===== src/rtl/fetch_unit.sv =====
// Instruction fetch stage: owns the PC, runs a single-outstanding req/ack fetch to
// instruction memory, and holds one instruction for decode with stall and redirect.
module fetch_unit #(
  parameter logic [31:0] RESET_PC = 32'h0000_0000,
  parameter logic [31:0] NOP_INST = 32'h0000_0013
) (
  input  logic        clk,
  input  logic        rst,
  output logic        imem_req,
  output logic [31:0] imem_addr,
  input  logic        imem_ack,
  input  logic [31:0] imem_rdata,
  input  logic        redirect_en,
  input  logic [31:0] redirect_pc,
  input  logic        stall,
  output logic [31:0] inst,
  output logic [31:0] inst_pc,
  output logic [6:0]  opcode,
  output logic        inst_valid
);

  typedef enum logic {
    FETCH,
    DRAIN
  } state_t;

  state_t      state, state_nx;
  logic [31:0] pc, pc_nx;
  logic [31:0] pend_pc, pend_pc_nx;
  logic        busy, busy_nx;
  logic [31:0] inst_nx, inst_pc_nx;
  logic        inst_valid_nx;
  logic        skid_valid, skid_valid_nx;
  logic [31:0] skid_data;
  logic        skid_load;

  logic        slot_free;
  logic        ack_fire;
  logic        outstanding;
  logic [31:0] target;

  assign opcode = inst[6:0];

  always_comb begin
    // NOTE: every signal written here gets a default first, so no path can infer a latch.
    state_nx      = state;
    pc_nx         = pc;
    pend_pc_nx    = pend_pc;
    busy_nx       = busy;
    inst_nx       = inst;
    inst_pc_nx    = inst_pc;
    inst_valid_nx = inst_valid;
    skid_valid_nx = skid_valid;
    skid_load     = 1'b0;

    slot_free   = !inst_valid || !stall;
    target      = redirect_pc & ~32'h3;
    imem_addr   = pc;
    // A parked skid word blocks new requests; DRAIN keeps the abandoned request alive.
    imem_req    = (state == DRAIN) || (!skid_valid && (busy || slot_free));
    ack_fire    = imem_req && imem_ack;
    outstanding = imem_req && !imem_ack;

    if (redirect_en) begin
      inst_valid_nx = 1'b0;
      inst_nx       = NOP_INST;
      skid_valid_nx = 1'b0;
      if (outstanding) begin
        pend_pc_nx = target;
        busy_nx    = 1'b1;
        state_nx   = DRAIN;
      end else begin
        pc_nx    = target;
        busy_nx  = 1'b0;
        state_nx = FETCH;
      end
    end else if (state == DRAIN) begin
      if (ack_fire) begin
        pc_nx    = pend_pc;
        busy_nx  = 1'b0;
        state_nx = FETCH;
      end else begin
        busy_nx = 1'b1;
      end
    end else begin
      if (outstanding) busy_nx = 1'b1;
      if (ack_fire) begin
        busy_nx = 1'b0;
        if (slot_free) begin
          inst_nx       = imem_rdata;
          inst_pc_nx    = pc;
          inst_valid_nx = 1'b1;
          pc_nx         = pc + 32'd4;
        end else begin
          skid_load     = 1'b1;
          skid_valid_nx = 1'b1;
        end
      end else if (skid_valid && slot_free) begin
        inst_nx       = skid_data;
        inst_pc_nx    = pc;
        inst_valid_nx = 1'b1;
        pc_nx         = pc + 32'd4;
        skid_valid_nx = 1'b0;
      end else if (inst_valid && !stall) begin
        inst_valid_nx = 1'b0;
        inst_nx       = NOP_INST;
      end
    end
  end

  // NOTE: sequential state uses non-blocking assignments so all registers update together.
  always_ff @(posedge clk) begin
    if (rst) begin
      state      <= FETCH;
      pc         <= RESET_PC;
      pend_pc    <= RESET_PC;
      busy       <= 1'b0;
      inst       <= NOP_INST;
      inst_pc    <= 32'h0;
      inst_valid <= 1'b0;
      skid_valid <= 1'b0;
    end else begin
      state      <= state_nx;
      pc         <= pc_nx;
      pend_pc    <= pend_pc_nx;
      busy       <= busy_nx;
      inst       <= inst_nx;
      inst_pc    <= inst_pc_nx;
      inst_valid <= inst_valid_nx;
      skid_valid <= skid_valid_nx;
    end
  end

  // NOTE: skid_data is pure datapath guarded by skid_valid, so it carries no reset.
  always_ff @(posedge clk) begin
    if (skid_load) skid_data <= imem_rdata;
  end

endmodule


===== config.mk =====
export PLATFORM = sky130hd
export DESIGN_NAME = fetch_unit
export DESIGN_NICKNAME = d
export VERILOG_FILES = /design/src/rtl/fetch_unit.sv
export SDC_FILE = /design/constraint.sdc
export NUM_CORES = 1
export LEC_CHECK = 0
export CAP_MARGIN = 20
export CORE_MARGIN = 2
export CORE_UTILIZATION = 45
export CTS_CLUSTER_DIAMETER = 30
export DETAILED_ROUTE_END_ITERATION = 8
export HOLD_SLACK_MARGIN = 0.12
export PLACE_DENSITY = 0.77
export RECOVER_POWER = 100
export SETUP_SLACK_MARGIN = 0.4
export SLEW_MARGIN = 40
export SYNTH_ARGS = -nofsm -noshare
export SYNTH_HDL_FRONTEND = slang
export SYNTH_SLANG_ARGS = --single-unit

===== constraint.sdc =====
create_clock -name clk -period 4.3 [get_ports clk]
set_clock_uncertainty 0.15 [all_clocks]
set_input_delay 0.86 -clock clk [delete_from_list [all_inputs] [get_ports clk]]
set_output_delay 0.86 -clock clk [all_outputs]
set_load 0.01 [all_outputs]

### After elaboration in Yosys (flattened, before gate mapping)

Cells that the tools add are included.

| word-level totals | value |
|---|---|
| flip-flop bits (word level) | 162 |

| operators by class | value |
|---|---|
| reductions and logical operators | 22 |
| eq/ne operators | 5 |
| mux-type cells | 33 |
| bitwise gates (word level) | 2 |
| add/subtract/negate cells | 1 |

Operators by type and width:

| cell | count |
|---|---|
| 32-bit 2-to-1 mux | 14 |
| 32-bit by 3-bit adder with 32-bit output, second input constant | 1 |
| 1-bit 2-to-1 mux | 19 |
| 4-bit AND reduction | 2 |
| 2-bit inequality test, second input constant | 3 |
| 3-bit AND reduction | 2 |
| 3-bit nonzero test | 2 |
| 1-bit logical AND | 5 |
| 1-bit zero test | 4 |
| 4-bit inequality test, second input constant | 1 |
| 4-bit nonzero test | 1 |
| 1-bit logical OR | 3 |
| 3-bit by 2-bit inequality test with 1-bit output, second input constant | 1 |
| 1-bit inverter | 2 |
| 2-bit AND reduction | 1 |
| 2-bit nonzero test | 1 |
| 2-bit OR reduction | 1 |

### Depth between registers and ports, before layout

| logic depth | value |
|---|---|
| depth after elaboration | 10 |
| depth in mapped cells | 8 |
| depth with buffers taken out | 6 |

### Worst setup path before layout

No wires, ideal clock.

| timing | value |
|---|---|
| path kind | input -> register |
| from | input stall |
| to | register skid_data[0] (enable) |
| arrival time | 3.972 ns |
| path slack | -0.283 ns |
| buffers on the path | 1 |
| stages on the path | 5 |
| library setup time | 0.461 ns |
| path through | and3b_1 -> o21ai_1 -> nand2_1 -> clkbuf_1 -> nor3_1 |

| between the ends | value |
|---|---|
| word-level cells in the longest chain between the ends | 9 |
| elaborated cells between the ends (all ways) | 10 |
| those cells by class | mux (4); reduce/logical (6) |

RTL lines:

| item | line | text |
|---|---|---|
| start, declared | 15 | `input logic stall,` |
| 1-bit zero test | 56 | `slot_free = !inst_valid \|\| !stall;` |
| 1-bit logical OR | 56 |  |
| 1-bit logical OR | 60 | `imem_req = (state == DRAIN) \|\| (!skid_valid && (busy \|\| slot_free));` |
| 1-bit logical AND | 60 |  |
| 1-bit logical OR | 60 |  |
| named net imem_req | 9 | `output logic imem_req,` |
| 1-bit logical AND | 61 | `ack_fire = imem_req && imem_ack;` |
| 1-bit 2-to-1 mux | 87 | `if (ack_fire) begin` |
| 1-bit 2-to-1 mux | 77 | `end else if (state == DRAIN) begin` |
| 1-bit 2-to-1 mux | 64 | `if (redirect_en) begin` |
| named net skid_load | 35 | `logic skid_load;` |
| end signal, assigned | 136 | `if (skid_load) skid_data <= imem_rdata;` |
| end, declared | 34 | `logic [31:0] skid_data;` |

The timed path passes the listed nets, and every way through them passes these cells.
A chain may end at the register's enable or synchronous reset.

### Worst setup path in the final report

| timing | value |
|---|---|
| from | input stall |
| to | output imem_req |

| between the ends | value |
|---|---|
| word-level cells in the longest chain between the ends | 5 |

RTL lines:

| item | line |
|---|---|
| 1-bit zero test | 56 |
| 1-bit logical OR | 56 |
| 1-bit logical OR | 60 |
| 1-bit logical AND | 60 |
| 1-bit logical OR | 60 |
| end, declared | 9 |

No other way between the ends.

==> key figures <==
Outcome
  • Outcome: finished clean

Worst setup path
  • Reg-to-Reg Start: state$_SDFF_PP0_
  • Critical Path Start: stall
  • Critical path, cell by cell: dlygate4sd3_1 -> and3b_1 -> o21ai_0 -> dlygate4sd3_1
  • WP data required: 3.29 ns
  • CP max stage delay: about 0.7 ns
  • Max FO, Critical Path: 4
  • Reg2reg setup slack: 1.40 ns
  • Crit-path slowest cell: dlygate4sd3_1
  • Crit path launch type: input port
  • CP Depth: 4
  • CP dominant cell by count: dlygate4sd3_1
  • Critical Path Sink Type: primary output
  • Arrival @ worst endpoint: 2.68 ns
  • CP Capture Point: imem_req
  • Reg2reg end: pend_pc[18]$_SDFFE_PP0P_
  • Register-to-Register Path Depth: 7
  • Cell family with most CP delay: buffers and inverters
  • WP buf/inv: 2
  • WS Path Type: in -> out

Clock network
  • Max Root-Sink Buffers: 2
  • Post-CTS setup buffer count: 0
  • H-tree depth: 4
  • Cts repair resizes: 0
  • CTS tree: done
  • Hold_buf cts: 0
  • Clock Sinks: approximately 160
  • CTS buffer count: 17
  • Clk root buf: clkbuf_16
  • CTS clk-pin slew, worst paths: roughly 0.07 ns
  • Worst skew pair latency: between 0.4 and 0.5 ns

Floorplan
  • Die area: approximately 17000 sq um
  • Site Rows: 45
  • Num ports: between 150 and 200
  • Initial Util: 0.463
  • Area of the core: approximately 15000 sq um
  • Die Y: roughly 130 microns
  • Chip width: 130 microns

Logic synthesis
  • Synthesized flop and latch total: 158
  • Post-synth EDFFs: 32
  • Gate Count Post-Synth: between 800 and 900
  • FFs w/ async S/R, synth: 0
  • Post-synthesis cell type count: 65
  • Cell area after synthesis: 7090 sq um
  • Synth warn: 0
  • Synthesized area per cell: 8.71 sq um
  • Post-synthesis sequential area ratio: 0.491
  • Most common flop cell mapped by yosys: dfxtp_1

Drt
  • Detailed Route WL: a little under 20000 microns
  • Post-DRT Antenna Nets: 0
  • Detailed-route via count: roughly 6500
  • Drt drc: 0
  • Average routed wire per standard cell: around 17 microns
  • Iteration-0 DRC Markers: slightly above 600
  • Pre-antenna DRT Iters: 5
  • Vias/cell: between 5 and 6

Power and ir drop
  • Power density cells: 379 nW/um^2
  • Final Total Pwr: roughly 3.6 mW
  • Leakage power: 3.51 nW
  • Peak supply drop: 281 uV

STA
  • Final setup viols: 0
  • Tmin final: 3.69 ns
  • Final hold vios: 0
  • Relative slew slack: 0.102
  • Actual slew at the worst max-slew pin: approximately 1.3 ns
  • RSZ-0062 raised after global routing: no
  • Slack of the critical path: 0.607 ns
  • Slew Viols, Final: 0
  • Fmax: 271 MHz
  • Fin Hold WS: 0.299 ns
  • Crit share post-route: 0.859
  • Setup TNS: 0 ns

Finish
  • Final Cell Area: 9380 sq um
  • N_diodes: 0
  • Non-filler instance count after layout: around 1200
  • Commonest non-fill, non-tap cell in the layout: nand2_1
  • Sequential Area: around 3500 sq um
  • Area delta synth->final: 32.3%
  • Most used cells in the layout excluding fill and tap cells: 138 x nand2_1, 134 x dlygate4sd3_1, 126 x dfxtp_1, 60 x o21ai_0, 60 x nor2_1
  • Util after Layout: 0.613
  • Layout Nets: around 1000
  • Share of layout cells above drive strength 1: 0.0631
  • Fill count: between 1000 and 1500
  • Multi-input gate area: about 3200 sq um

GRT
  • Number of global-route vias before repair: a little under 6000
  • GRT Resource Usage Total: 0.237
  • Largest net degree at the start of global routing: 97
  • Initial antenna violation count: 0
  • First-pass GRT wire length: 31200 microns
  • Global route total overflow: 0

Placement
  • Placed cells: 1130
  • Hpwl dp: between 10000 and 15000 microns
  • Gp weighted congestion: 0.827
  • Dpl ws: between 0.8 and 0.9 ns
  • Post-place instance area: ~8800 sq um
  • Buffers on Ports: 167

Min path
  • Worst Hold Class: reg -> reg

Job
  • Total of max-cap violations: 0
worst min-delay path by stage:
stage,from,end,slack (ns),cells past startpoint
after floorplan,pend_pc[14]$_SDFFE_PP0P_,pend_pc[14]$_SDFFE_PP0P_,0.30,2
after global placement,inst_pc[23]$_SDFFE_PP0P_,inst_pc[23]$_SDFFE_PP0P_,0.29,2
after detailed placement,inst_pc[22]$_SDFFE_PP0P_,inst_pc[22]$_SDFFE_PP0P_,0.30,2
after CTS,inst_pc[22]$_SDFFE_PP0P_,inst_pc[22]$_SDFFE_PP0P_,0.31,2
after global routing,inst_pc[14]$_SDFFE_PP0P_,inst_pc[14]$_SDFFE_PP0P_,0.32,2
final,inst_pc[23]$_SDFFE_PP0P_,inst_pc[23]$_SDFFE_PP0P_,0.30,2
flip-flops by register name, summed over array words and instances, names as in the netlist:
register and flops:
busy 1, imem_addr 30, inst 32, inst_pc 30
inst_valid 1, pend_pc 30, skid_data 32, skid_valid 1
state 1
area by class of cell:
type | instances | area share
well taps | 211 | 0.0281
clock buffers | 17 | 0.0453
multi-input cells | 574 | 0.345
flip-flops and latches | 158 | 0.371
repair buffers | 182 | 0.192
inverters | 5 | 0.00200
clock inverters | 15 | 0.0168
synth_stat cells, drive strengths merged (2+ instances only):
cell type | n | area [sq um]
edfxtp | 32 | 961
and3 | 5 | 31.3
nor4 | 7 | 50.1
a21o | 3 | 22.5
a221o | 3 | 30.0
clkbuf | 47 | 176
or4 | 4 | 30.0
or3 | 3 | 18.8
nor3b | 4 | 30.0
and2 | 7 | 43.8
nand3 | 39 | 195
or2 | 2 | 12.5
a21oi | 60 | 304
nand2 | 138 | 518
xor2 | 2 | 17.5
a311oi | 2 | 17.5
o32ai | 2 | 17.5
a41o | 3 | 30.0
a211oi | 14 | 105
o21ai | 62 | 310
inv | 5 | 18.8
buf | 33 | 218
nor3 | 13 | 70.1
nor2 | 62 | 235
xnor2 | 2 | 17.5
o31ai | 4 | 30.0
o311ai | 3 | 26.3
nand2b | 6 | 37.5
o21a | 3 | 22.5
a221oi | 3 | 32.5
nand4 | 13 | 103
o31a | 3 | 26.3
mux2i | 37 | 370
nor2b | 2 | 12.5
and4 | 2 | 17.5
a31oi | 37 | 231
a41oi | 3 | 26.3
dfxtp | 126 | 2520
o211ai | 5 | 37.5
worst reg2reg max path, stage by stage, from the launching register on:
cell	delay, ns
dfxtp_1	0.32
buf_4	0.40
nor2_1	0.08
a221oi_1	0.69
and2_2	0.59
buf_12	0.25
mux2i_1	0.23
nor2_1	0.05
per-layer routing:
metal / share of wire / up-vias / global-route usage
met4: 0.020 / 0 / 0.0816
met2: 0.47 / 297 / 0.367
li1: - / 3159 / -
met1: 0.42 / 3003 / 0.316
met3: 0.089 / 33 / 0.0718
met5: 0 / - / 0
logic make-up after synthesis:
kind of cell    Yosys count  share of synthesized area
xor+xnor                  4                    0.00494
flops                   158                      0.491
mux                      37                     0.0522
fa+ha+maj                 1                    0.00176
buf+inv                  85                     0.0582
simple gates            310                      0.202
compound gates          218                      0.189
other cells               1                   0.000529
power breakdown:
group | total [mW] | leakage, nW | internal, mW | switching [mW]
combinational | 0.439 | 1.91 | 0.199 | 0.240
sequential | 1.63 | 1.32 | 1.57 | 0.0626
clock | 1.49 | 0.285 | 0.779 | 0.707
total | 3.56 | 3.51 | 2.55 | 1.01
Power figures use the tool's default switching activity.
